--- src/rtl/aclk_ctrl_multi_if.sv ---
// Keypad/button bus between the alarm-clock front end and its control FSM.
// master drives the user inputs; slave is the controller producing strobes.
interface aclk_ctrl_multi_if #(
    parameter int NUM_ALARMS = 2
);
    logic                  one_second;
    logic                  time_button;
    logic                  alarm_button;
    logic [1:0]            alarm_sel;
    logic [3:0]            key;

    logic                  reset_count;
    logic                  load_new_c;
    logic [NUM_ALARMS-1:0] load_new_a;
    logic                  show_a;
    logic [1:0]            show_sel;
    logic                  show_new_time;
    logic                  shift;
    logic [2:0]            digit_count;
    logic                  entry_error;

    modport master (
        output one_second, time_button, alarm_button, alarm_sel, key,
        input  reset_count, load_new_c, load_new_a, show_a, show_sel,
               show_new_time, shift, digit_count, entry_error
    );

    modport slave (
        input  one_second, time_button, alarm_button, alarm_sel, key,
        output reset_count, load_new_c, load_new_a, show_a, show_sel,
               show_new_time, shift, digit_count, entry_error
    );
endinterface

--- src/rtl/aclk_ctrl_multi.sv ---
// Alarm-clock keypad controller: collects key digits, commits them as the
// current time or as one of several alarms, and times out idle entries.
module aclk_ctrl_multi #(
    parameter int NUM_ALARMS  = 2,
    parameter int TIMEOUT_SEC = 10,
    parameter int DIGITS      = 4,
    parameter int NOKEY       = 10
) (
    input  logic             clock,
    input  logic             reset,
    aclk_ctrl_multi_if.slave bus
);

    typedef enum logic [2:0] {
        SHOW_TIME        = 3'd0,
        KEY_STORED       = 3'd1,
        KEY_WAITED       = 3'd2,
        KEY_ENTRY        = 3'd3,
        SHOW_ALARM       = 3'd4,
        SET_ALARM_TIME   = 3'd5,
        SET_CURRENT_TIME = 3'd6,
        ENTRY_ERROR      = 3'd7
    } state_t;

    state_t                state_q, state_d;
    logic [3:0]            tmo_q, tmo_d;
    logic [2:0]            digit_q, digit_d;
    logic [1:0]            sel_q, sel_d;

    logic                  shift_q, shift_d;
    logic                  show_new_q, show_new_d;
    logic                  show_a_q, show_a_d;
    logic                  load_c_q, load_c_d;
    logic                  error_q, error_d;
    logic [NUM_ALARMS-1:0] load_a_q, load_a_d;

    logic                  key_idle;
    logic                  tmo_active;
    logic                  timeout;
    logic                  entry_full;
    logic [1:0]            sel_in;

    assign key_idle   = (bus.key == 4'(NOKEY));
    assign tmo_active = (state_q == KEY_WAITED) || (state_q == KEY_ENTRY);
    assign timeout    = tmo_active && bus.one_second && (tmo_q == 4'(TIMEOUT_SEC - 1));
    assign entry_full = (digit_q == 3'(DIGITS));
    // Channels beyond the implemented alarm count fall back to channel 0.
    assign sel_in     = (int'(bus.alarm_sel) < NUM_ALARMS) ? bus.alarm_sel : 2'd0;

    always_comb begin
        state_d = state_q;
        sel_d   = sel_q;
        case (state_q)
            SHOW_TIME: begin
                if (bus.alarm_button) begin
                    state_d = SHOW_ALARM;
                    sel_d   = sel_in;
                end else if (!key_idle) begin
                    state_d = KEY_STORED;
                end
            end
            SHOW_ALARM: begin
                if (!bus.alarm_button) state_d = SHOW_TIME;
            end
            KEY_STORED: state_d = KEY_WAITED;
            KEY_WAITED: begin
                if (key_idle)     state_d = KEY_ENTRY;
                else if (timeout) state_d = SHOW_TIME;
            end
            KEY_ENTRY: begin
                // Alarm commit outranks time commit when both buttons arrive together.
                if (bus.alarm_button) begin
                    sel_d   = sel_in;
                    state_d = entry_full ? SET_ALARM_TIME : ENTRY_ERROR;
                end else if (bus.time_button) begin
                    state_d = entry_full ? SET_CURRENT_TIME : ENTRY_ERROR;
                end else if (timeout) begin
                    state_d = SHOW_TIME;
                end else if (!key_idle) begin
                    state_d = KEY_STORED;
                end
            end
            SET_ALARM_TIME, SET_CURRENT_TIME, ENTRY_ERROR: state_d = SHOW_TIME;
            default: state_d = SHOW_TIME;
        endcase
    end

    // Inactivity counter restarts whenever the state changes.
    always_comb begin
        tmo_d = tmo_q;
        if ((state_d != state_q) || !tmo_active) begin
            tmo_d = 4'd0;
        end else if (bus.one_second) begin
            tmo_d = tmo_q + 4'd1;
        end
    end

    always_comb begin
        digit_d = digit_q;
        if (state_d == SHOW_TIME) begin
            digit_d = 3'd0;
        end else if ((state_q == KEY_STORED) && !entry_full) begin
            digit_d = digit_q + 3'd1;
        end
    end

    // Outputs are decoded from the next state and registered, so each one
    // tracks the present state with no combinational path to the pins.
    always_comb begin
        shift_d    = (state_d == KEY_STORED);
        show_new_d = (state_d == KEY_STORED) || (state_d == KEY_WAITED) ||
                     (state_d == KEY_ENTRY);
        show_a_d   = (state_d == SHOW_ALARM);
        load_c_d   = (state_d == SET_CURRENT_TIME);
        error_d    = (state_d == ENTRY_ERROR);
    end

    generate
        for (genvar gi = 0; gi < NUM_ALARMS; gi++) begin : g_load_a
            assign load_a_d[gi] = (state_d == SET_ALARM_TIME) && (sel_d == 2'(gi));
        end
    endgenerate

    always_ff @(posedge clock or negedge reset) begin
        if (!reset) begin
            state_q    <= SHOW_TIME;
            tmo_q      <= 4'd0;
            digit_q    <= 3'd0;
            sel_q      <= 2'd0;
            shift_q    <= 1'b0;
            show_new_q <= 1'b0;
            show_a_q   <= 1'b0;
            load_c_q   <= 1'b0;
            error_q    <= 1'b0;
            load_a_q   <= '0;
        end else begin
            state_q    <= state_d;
            tmo_q      <= tmo_d;
            digit_q    <= digit_d;
            sel_q      <= sel_d;
            shift_q    <= shift_d;
            show_new_q <= show_new_d;
            show_a_q   <= show_a_d;
            load_c_q   <= load_c_d;
            error_q    <= error_d;
            load_a_q   <= load_a_d;
        end
    end

    assign bus.shift         = shift_q;
    assign bus.show_new_time = show_new_q;
    assign bus.show_a        = show_a_q;
    assign bus.load_new_c    = load_c_q;
    assign bus.reset_count   = load_c_q;
    assign bus.entry_error   = error_q;
    assign bus.load_new_a    = load_a_q;
    assign bus.show_sel      = sel_q;
    assign bus.digit_count   = digit_q;

endmodule

--- src/flat_wrapper.sv ---
// flat-port wrapper written by rule: the top's interface ports become plain ports
module aclk_ctrl_multi_flat 
#(
    parameter int NUM_ALARMS  = 2,
    parameter int TIMEOUT_SEC = 10,
    parameter int DIGITS      = 4,
    parameter int NOKEY       = 10
)
  (clock, reset, bus_one_second, bus_time_button, bus_alarm_button, bus_alarm_sel, bus_key, bus_reset_count, bus_load_new_c, bus_load_new_a, bus_show_a, bus_show_sel, bus_show_new_time, bus_shift, bus_digit_count, bus_entry_error);
  aclk_ctrl_multi_if #(.NUM_ALARMS(NUM_ALARMS)) bus_i ();
  input  logic clock;
  input  logic reset;
  input wire logic [$bits(bus_i.one_second)-1:0] bus_one_second;
  input wire logic [$bits(bus_i.time_button)-1:0] bus_time_button;
  input wire logic [$bits(bus_i.alarm_button)-1:0] bus_alarm_button;
  input wire logic [$bits(bus_i.alarm_sel)-1:0] bus_alarm_sel;
  input wire logic [$bits(bus_i.key)-1:0] bus_key;
  output wire logic [$bits(bus_i.reset_count)-1:0] bus_reset_count;
  output wire logic [$bits(bus_i.load_new_c)-1:0] bus_load_new_c;
  output wire logic [$bits(bus_i.load_new_a)-1:0] bus_load_new_a;
  output wire logic [$bits(bus_i.show_a)-1:0] bus_show_a;
  output wire logic [$bits(bus_i.show_sel)-1:0] bus_show_sel;
  output wire logic [$bits(bus_i.show_new_time)-1:0] bus_show_new_time;
  output wire logic [$bits(bus_i.shift)-1:0] bus_shift;
  output wire logic [$bits(bus_i.digit_count)-1:0] bus_digit_count;
  output wire logic [$bits(bus_i.entry_error)-1:0] bus_entry_error;
  assign bus_i.one_second = bus_one_second;
  assign bus_i.time_button = bus_time_button;
  assign bus_i.alarm_button = bus_alarm_button;
  assign bus_i.alarm_sel = bus_alarm_sel;
  assign bus_i.key = bus_key;
  assign bus_reset_count = bus_i.reset_count;
  assign bus_load_new_c = bus_i.load_new_c;
  assign bus_load_new_a = bus_i.load_new_a;
  assign bus_show_a = bus_i.show_a;
  assign bus_show_sel = bus_i.show_sel;
  assign bus_show_new_time = bus_i.show_new_time;
  assign bus_shift = bus_i.shift;
  assign bus_digit_count = bus_i.digit_count;
  assign bus_entry_error = bus_i.entry_error;
  aclk_ctrl_multi #(.NUM_ALARMS(NUM_ALARMS), .TIMEOUT_SEC(TIMEOUT_SEC), .DIGITS(DIGITS), .NOKEY(NOKEY)) u_core (.clock(clock), .reset(reset), .bus(bus_i));
endmodule
--- config.mk ---
export PLATFORM = sky130hd
export DESIGN_NAME = aclk_ctrl_multi_flat
export DESIGN_NICKNAME = d
export VERILOG_FILES = /design/src/rtl/aclk_ctrl_multi_if.sv /design/src/rtl/aclk_ctrl_multi.sv /design/src/flat_wrapper.sv
export SDC_FILE = /design/constraint.sdc
export NUM_CORES = 1
export LEC_CHECK = 0
export ABC_AREA = 1
export CORE_ASPECT_RATIO = 1.5
export CORE_MARGIN = 8
export CORE_UTILIZATION = 45
export CTS_CLUSTER_DIAMETER = 120
export DETAILED_ROUTE_END_ITERATION = 8
export DONT_BUFFER_PORTS = 1
export HOLD_SLACK_MARGIN = 0.12
export PLACE_DENSITY = 0.64
export SLEW_MARGIN = 0
export SYNTH_ARGS = -nofsm -noshare
export SYNTH_HDL_FRONTEND = slang
export SYNTH_SLANG_ARGS = --single-unit
export TNS_END_PERCENT = 5
--- constraint.sdc ---
create_clock -name clock -period 1.8 [get_ports clock]
set_input_delay 0.09 -clock clock [delete_from_list [all_inputs] [get_ports clock]]
set_output_delay 0.09 -clock clock [all_outputs]
set_load 0.01 [all_outputs]
# After elaboration in Yosys (flattened, before gate mapping)
# Index checks and enable logic that the tools add are counted.
[totals] reg_bits=19 output_inout_bits=13 elab_cells=68
[classes] n_addsub=2 magnitude_cmp=1 eq_ne=19 muxes=18 n_reduce_logical=18
[ops] cell="2-to-1 mux 3 bit" n=10
[ops] cell="== test 3 bit, second input constant" n=9
[ops] cell="case mux 3 bit (6 select lines)" n=1
[ops] cell="== test 3 x 2 -> 1 bit, second input constant" n=4
[ops] cell="== test 4 bit, second input constant" n=2
[ops] cell="2-to-1 mux 2 bit" n=4
[ops] cell="2-to-1 mux 4 bit" n=2
[ops] cell="== test 3 x 1 -> 1 bit, second input constant" n=2
[ops] cell="logical NOT 3 bit" n=2
[ops] cell="logical AND 1 bit" n=5
[ops] cell="adder 4 x 1 -> 4 bit, second input constant" n=1
[ops] cell="logical OR 1 bit" n=4
[ops] cell="nonzero test 2 bit" n=2
[ops] cell="adder 3 x 1 -> 3 bit, second input constant" n=1
[ops] cell="!= test 3 bit" n=1
[ops] cell="OR reduction 3 bit" n=1
[ops] cell="== test 2 x 1 -> 1 bit, second input constant" n=1
[ops] cell="logical NOT 1 bit" n=2
[ops] cell="logical NOT 2 bit" n=1
[ops] cell="< comparator 2 bit, second input constant" n=1
[ops] cell="OR reduction 2 bit" n=1
[ops] cell="2-to-1 mux 1 bit" n=1

# Logic depth before layout (Yosys ltp)
# Gate-level depths: netlist of run 1.
[depth] word_depth=11 ltp_mapped=13 ltp_nobuf=13

# Worst setup path before layout of run 1
# Ideal clock, no wire load.
[synth_timing] kind="flip-flop to flip-flop" from="reg u_core.digit_q[0] (netlist: u_core.bus.digit_count[0])" to="reg u_core.digit_q[2] (netlist: u_core.bus.digit_count[2])" t_arrival_ps=1281 required_ps=1687 path_slack_ps=406 path_stages_with_launch=10 path_buffers=0 path_cell_list="dfrtp_1 inv_1 ha_1 nand2_1 inv_1 nor2_1 nand2_1 xnor2_1 nand2_1 inv_1"
[synth_via] elab_chain_cells=7 word_cells_on_any_way=13
[synth_lines] item="start: declaration" line="aclk_ctrl_multi.sv:27" source="logic [2:0] digit_q, digit_d;"
[synth_lines] item="start signal: assignment" line="aclk_ctrl_multi.sv:139" source="digit_q <= digit_d;"
[synth_lines] item="== test 3 bit" line="aclk_ctrl_multi.sv:46" source="assign entry_full = (digit_q == 3'(DIGITS));"
[synth_lines] item="2-to-1 mux 1 bit" line="aclk_ctrl_multi.sv:76" source="state_d = entry_full ? SET_CURRENT_TIME : ENTRY_ERROR;"
[synth_lines] item="2-to-1 mux 3 bit" line="aclk_ctrl_multi.sv:75" source="end else if (bus.time_button) begin"
[synth_lines] item="2-to-1 mux 3 bit" line="aclk_ctrl_multi.sv:72" source="if (bus.alarm_button) begin"
[synth_lines] item="case mux 3 bit (6 select lines)" line="aclk_ctrl_multi.sv:53" source="case (state_q)"
[synth_lines] item="logical NOT 3 bit" line="aclk_ctrl_multi.sv:100" source="if (state_d == SHOW_TIME) begin"
[synth_lines] item="2-to-1 mux 3 bit / nonzero test 2 bit (equally long branches)"
# Parallel ways exist; a longest one is shown, timed or not. The select of a mux whose other input is x is not followed.
# A chain may end at the register's enable or synchronous reset.

# Worst setup path in the final report of run 1
# Same ends and word-level chain as after synthesis.

==> impl_metrics.csv, run 1 <==
group,metric,value,unit
cells_and_area,area_growth_syn_to_layout,10.3,%
yosys,yosysWarnings,0,
grt,grt_max_degree,20,
floorplan,fp.dieW,55.6,um
cells_and_area,diodes,0,
place,place.gp.congestion,0.842,
worst_setup_path,end_kind,"flop",
timing,max-slew-margin-rel,42.4,%
worst_setup_path,crit_type,"reg -> reg",
clock_network,cts-resized-gates,0,
place,dp_slack,226,ps
detailed_routing,antenna_left,0,
worst_setup_path,critPathRequiredTime,2010,ps
grt,grt_pass1_wl,3750,um
floorplan,fp.dieH,75.4,um
grt,grt_pass1_vias,877,
clock_network,clock-sinks,19,
yosys,ys_ff_latch,19,
yosys,synth_compound_area_share,8.51,%
timing,setup_viol,0,
grt,antenna_found_initial,0,
clock_network,cts_tree,"built",
timing,finalClockSkew,6.53,ps
yosys,synth_cells,126,
yosys,synthSimpleGateAreaFrac,28.5,%
worst_setup_path,crit_fanout,4,
timing,hold_violations,0,
timing,fin_setup_tns,0,ps
floorplan,core_area,2230,sq um
yosys,synthAdderAreaFrac,4.73,%
clock_network,clk_latency,300,ps
detailed_routing,vias,795,
cells_and_area,fill_cells,206,
detailed_routing,routedWlPerCell,14.0,um
yosys,synth_cell_types,24,
grt,grt-ovfl-total,0,
power_and_ir_drop,total_leakage_power,0.000626,uW
timing,finalCritPeriodShare,87.8,%
detailed_routing,drtPass1Iterations,4,
clock_network,clockBufferDepth,2,
cells_and_area,multi_input_area,485,sq um
clock_network,post-cts-setup-buffers,0,
clock_network,cts_made_buffers,3,
yosys,syn-cell-area,1060,sq um
power_and_ir_drop,power_density,1310,nW/um^2
cells_and_area,finish.utilization,52.3,%
worst_setup_path,cp_num_buf_inv,3,
worst_setup_path,arrival,1790,ps
timing,slew_violations,0,
detailed_routing,via_per_inst,5.03,
yosys,muxShareOfSynthArea,0,%
timing,max_slew.worst_pin.slew,861,ps
timing,fin_ws,219,ps
worst_setup_path,cpLargestDelayFamily,"simple AND/OR/NAND/NOR gates",
yosys,syn_nets,141,
floorplan,start_util,47.4,%
floorplan,boundaryPins,24,
place,dpl.hpwl,1710,um
yosys,synth_xor_area_share,4.14,%
detailed_routing,wl,2210,um
floorplan,die_area,4190,sq um
place,numPortBuffers,0,
status,status,"finished, final reports clean",
detailed_routing,drc,0,
cells_and_area,final_common_cell,"nand2_1",
clock_network,clkTransAtPathRegs,110,ps
yosys,synth_top_family_by_area,"simple AND/OR/NAND/NOR gates",
power_and_ir_drop,ir_worst_vdd,0.721,mV
clock_network,htreeDepth,1,
timing,rsz0062_at_grt,"no",
detailed_routing,drt-initial-drc-count,13,
worst_hold_path,hold_class,"in -> reg",
timing,layout_min_cycle_time,1580,ps
cells_and_area,nNetsFinal,151,
worst_setup_path,max_stage_delay,460,ps
flow_run,drv_cap,0,
yosys,syn_area_per_cell,8.40,sq um
yosys,seq_area_frac_synth,44.9,%
cells_and_area,drive_gt1_share,17.0,%
cells_and_area,regArea,475,sq um
worst_setup_path,slowest_stage,"dfrtp_1",
clock_network,cts_root_buffer,"clkbuf_4",
worst_setup_path,crit_chain,"inv_1 > ha_1 > nand2_1 > inv_1 > nor2_1 > nand2_1 > xnor2_1 > nand2_1 > inv_1",
floorplan,num_rows,21,
worst_setup_path,critPathLaunchType,"flop",
timing,max_freq,633,MHz
grt,grtUsageTotal,11.1,%
cells_and_area,final_cell_mix,"nand2_1 (25), inv_1 (21), dfrtp_1 (19)",
path summary, 6_finish.rpt:
path | startpoint | endpoint | slack (ps) | depth (start not counted)
min in group asynchronous | reset | u_core.state_q[0] | 330 | 1
max | u_core.bus.digit_count[0] | u_core.bus.digit_count[2] | 220 | 9
max reg2reg | u_core.bus.digit_count[0] | u_core.bus.digit_count[2] | 220 | 9
min | bus_alarm_button | u_core.state_q[1] | 160 | 3
min reg2reg | u_core.tmo_q[3] | u_core.tmo_q[3] | 580 | 2
max in group asynchronous | reset | u_core.bus.entry_error | 940 | 1
synth_stat cells (all sizes together):
master  number  area (sq um)
dfrtp       19           475
and2         1          6.26
nor3         1          10.0
nand2       31           131
nand3        9          72.6
xnor2        2          17.5
a21oi        5          40.0
ha           4          50.1
nor2        18          75.1
o21ai        7          50.1
buf          1          7.51
inv         24          90.1
nand4        1          6.26
xor2         3          26.3
state kept, by name, indices dropped and copies added (netlist names):
register,cells
u_core.bus.shift,1
u_core.tmo_q,4
u_core.bus.show_new_time,1
u_core.state_q,3
u_core.bus.show_a,1
u_core.bus.show_sel,2
u_core.bus.load_new_c,1
u_core.bus.digit_count,3
u_core.bus.entry_error,1
u_core.bus.load_new_a,2
layer usage:
metal,GRT usage [%],up-vias,wire [um]
met3,2.83,4,112
met5,0,-,0
met4,5.77,0,23
li1,-,400,-
met2,22.3,19,1300
met1,9.88,372,775
cells by family (layout without fill, tap and decap cells):
logic type	Yosys count	after routing
adder cells (fa/ha/maj)	4	4
AO/OA/AOI/OAI	12	12
flip-flops	19	19
buffers and inverters	25	34
AND/OR/NAND/NOR	61	61
XOR/XNOR	5	5
through the flow:
stage,cells,hold slack (ps),total power (uW),area [sq um]
floorplan,126,-206,1180,1060
global placement,148,-205,1290,1080
detailed placement,148,-205,1300,1080
CTS,158,153,1550,1170
global route,158,154,1660,1170
finish,158,158,1530,1170
layout make-up:
type                       count  share of cell area (%)
clock inverter                 1                   0.429
inverter                      24                    7.72
timing repair buffer           6                    5.14
multi-input combinational     82                    41.6
clock buffer                   3                    1.93
sequential                    19                    40.7
tap                           23                    2.47
report_power, final:
part | switching [uW] | leakage, uW | total, uW | internal, uW
clock | 136 | 0.0000177 | 219 | 82.8
sequential | 133 | 0.000256 | 667 | 534
combinational | 430 | 0.000353 | 645 | 215
total | 699 | 0.000626 | 1530 | 832
what timing repair did:
action | in CTS | in global routing
endpoints found under the hold margin | 35 | 0
hold buffers | 6 | 0
endpoints found under the setup margin | 0 | 0
worst register-to-register path: cells and delay by family (launching register included):
kind / cells / cell delay, ps
DFF: 1 / 460
adders and majority gates: 1 / 200
buffers and inverters: 3 / 200
and+or+nand+nor: 4 / 500
xor gates and xnor gates: 1 / 140
Note: power is estimated with default switching activity, not from simulation.
==> run 2, diff against run 1 <==
--- a/config.mk
+++ b/config.mk
@@ -5,14 +5,12 @@
 export SDC_FILE = /design/constraint.sdc
 export NUM_CORES = 1
 export LEC_CHECK = 0
-export ABC_AREA = 1
 export CORE_ASPECT_RATIO = 1.5
 export CORE_MARGIN = 8
 export CORE_UTILIZATION = 45
 export CTS_CLUSTER_DIAMETER = 120
 export DETAILED_ROUTE_END_ITERATION = 8
 export DONT_BUFFER_PORTS = 1
-export HOLD_SLACK_MARGIN = 0.12
 export PLACE_DENSITY = 0.64
 export SLEW_MARGIN = 0
 export SYNTH_ARGS = -nofsm -noshare
==> impl_metrics.csv, run 2 <==
group,metric,value,unit
clock_network,clkTransAtPathRegs,70,ps
place,numPortBuffers,0,
detailed_routing,drt-initial-drc-count,10,
cells_and_area,nNetsFinal,129,
place,place.gp.congestion,0.819,
grt,grt_pass1_wl,4370,um
timing,layout_min_cycle_time,1750,ps
detailed_routing,via_per_inst,5.63,
worst_setup_path,ff2ff_path_depth,6,
timing,finalClockSkew,1.43,ps
detailed_routing,vias,845,
clock_network,clk_latency,260,ps
power_and_ir_drop,totalPowerFinal,2150,uW
yosys,syn-cell-area,1230,sq um
yosys,synthAdderAreaFrac,4.06,%
worst_setup_path,crit_type,"reg -> reg",
yosys,synthSimpleGateAreaFrac,25.2,%
timing,hold_violations,0,
detailed_routing,drtPass1Iterations,4,
timing,max_freq,573,MHz
yosys,yosysWarnings,0,
detailed_routing,drc,0,
clock_network,clock-sinks,19,
yosys,synth_compound_area_share,17.7,%
cells_and_area,diodes,0,
floorplan,die_area,4710,sq um
worst_setup_path,critPathLaunchType,"flop",
clock_network,cts_made_buffers,3,
place,dpl_cell_area,1310,sq um
yosys,synthArstFlopShare,100,%
timing,setup_viol,0,
cells_and_area,final_common_cell,"dfrtp_1",
status,status,"finished, final reports clean",
power_and_ir_drop,total_leakage_power,0.000593,uW
detailed_routing,routedWlPerCell,17.8,um
power_and_ir_drop,power_density,1540,nW/um^2
grt,grt-ovfl-total,0,
clock_network,clockBufferDepth,2,
floorplan,start_util,46.6,%
worst_setup_path,critPathRequiredTime,1950,ps
worst_setup_path,crit_fanout,8,
cells_and_area,largest_register_ffs,4,
yosys,seq_area_frac_synth,38.5,%
worst_hold_path,hold_class,"in -> reg",
clock_network,cts_tree,"built",
yosys,muxShareOfSynthArea,3.85,%
floorplan,fp.dieW,58.8,um
cells_and_area,area_growth_syn_to_layout,12.9,%
flow_run,drv_cap,0,
power_and_ir_drop,ir_worst_vdd,0.816,mV
cells_and_area,drive_gt1_share,34.5,%
yosys,synthFlopType,"dfrtp_1",
yosys,synth_top_family_by_area,"simple AND/OR/NAND/NOR gates",
clock_network,htreeDepth,1,
grt,grt_max_degree,20,
yosys,yosysTopAreaCellShare,38.5,%
worst_setup_path,end_kind,"flop",
floorplan,boundaryPins,24,
timing,finalCritPeriodShare,97.0,%
cells_and_area,finish.utilization,52.6,%
cells_and_area,top_register,"u_core.tmo_q",
floorplan,core_area,2650,sq um
yosys,synth_common_cells,"dfrtp_1 (19), inv_1 (5), nor3_1 (5)",
timing,slew_violations,0,
grt,grtUsageTotal,12.1,%
timing,max-slew-margin-rel,42.9,%
detailed_routing,wl,2680,um
place,dpl.hpwl,2050,um
clock_network,cts_root_buffer,"clkbuf_8",
worst_hold_path,holdPathStages,3,
floorplan,num_rows,23,
yosys,synth-edff-count,0,
floorplan,fp.dieH,80.1,um
yosys,syn_nets,117,
yosys,yosys.area.top_type,"dfrtp_1",
cells_and_area,final_cell_mix,"dfrtp_1 (19), buf_4 (10), inv_1 (5), nor3_1 (5)",
yosys,synth_area_leaders,"dfrtp_1 (39%), ha_1 (4.1%), buf_6 (2.7%)",
yosys,synth_cells,102,
detailed_routing,antenna_left,0,
worst_setup_path,arrival,1900,ps
grt,antenna_found_initial,0,
timing,max_slew.worst_pin.slew,853,ps
grt,grt_pass1_vias,888,
yosys,synth_xor_area_share,4.87,%
cells_and_area,finalInstanceArea,1390,sq um
yosys,synth_most_common_cell,"dfrtp_1",
yosys,ys_ff_latch,19,
yosys,syn_area_per_cell,12.1,sq um
yosys,synth_cell_types,54,
[run 2: changes by cell type in the layout (fill, tap and decap cells not counted), moves of 5 or more]
| cell | delta |
|---|---|
| nand2_2 | -6 |
| buf_4 | +10 |
| nand2_1 | -21 |
| inv_1 | -16 |
| nor2_1 | -14 |
| dlygate4sd3_1 | -5 |
| nor3_1 | +5 |
[run 2: worst max-delay path, stage by stage (launching register included)]
cell and delay (ps):
dfrtp_1 390, ha_1 190, and4b_2 260, o31a_1 270, a2bb2oi_2 150, buf_6 150, o2111a_1 220
[run 2: cell type report]
class	instances	area, sq um
Inverter	6	22.5
Clock buffer	3	41.3
Sequential cell	19	475
Multi-Input combinational cell	72	706
Tap cell	37	46.3
Clock inverter	1	5.00
Timing Repair Buffer	12	96.3
Fill cell	252	1250
[run 2: kinds of logic (layout without fill, tap and decap cells)]
| logic type | after synthesis | in the layout |
|---|---|---|
| AND/OR/NAND/NOR | 37 | 37 |
| AO/OA/AOI/OAI | 22 | 22 |
| flip-flops | 19 | 19 |
| buffers and inverters | 11 | 22 |
| XOR/XNOR | 6 | 6 |
| adder cells (fa/ha/maj) | 4 | 4 |
| multiplexers | 3 | 3 |
[run 2: what timing repair did]
item	CTS	global route
resized for setup	0	4
endpoints found under the hold margin	19	0
hold buffers	1	0
endpoints found under the setup margin	0	6
setup buffers	0	0
[run 2: power by group]
part / switching [uW] / internal [uW] / total (uW)
registers: 172 / 543 / 715
logic: 611 / 520 / 1130
clock network: 145 / 154 / 299
[run 2: worst paths after layout]
check                                             from                        to  slack, ps
min in group asynchronous                        reset  u_core.bus.load_new_a[0]        380
worst min register to register  u_core.bus.show_sel[1]    u_core.bus.show_sel[1]        570
max in group asynchronous                        reset           u_core.tmo_q[0]        890
worst max-delay path                   u_core.tmo_q[0]  u_core.bus.load_new_a[1]         50
worst min-delay path                    bus_one_second           u_core.tmo_q[1]         60
worst max register to register         u_core.tmo_q[0]  u_core.bus.load_new_a[1]         50
[run 2: routing by layer]
layer / GRT usage (%) / share of wire (%)
met4: 5.05 / 1.3
met3: 2.56 / 3.3
met1: 12.6 / 38
met5: 0 / 0
met2: 22.4 / 57
[run 2: stage by stage]
stage	hold WS, ps	worst slack, ps	TNS [ps]	std cells
2_1_floorplan	-206	155	0	102
3_3_place_gp	-205	100	0	145
3_5_place_dp	-205	42.9	0	145
4_1_cts	25.0	20.3	0	150
5_1_grt	67.2	-23.4	-24.9	150
6_report	64.5	54.9	0	150
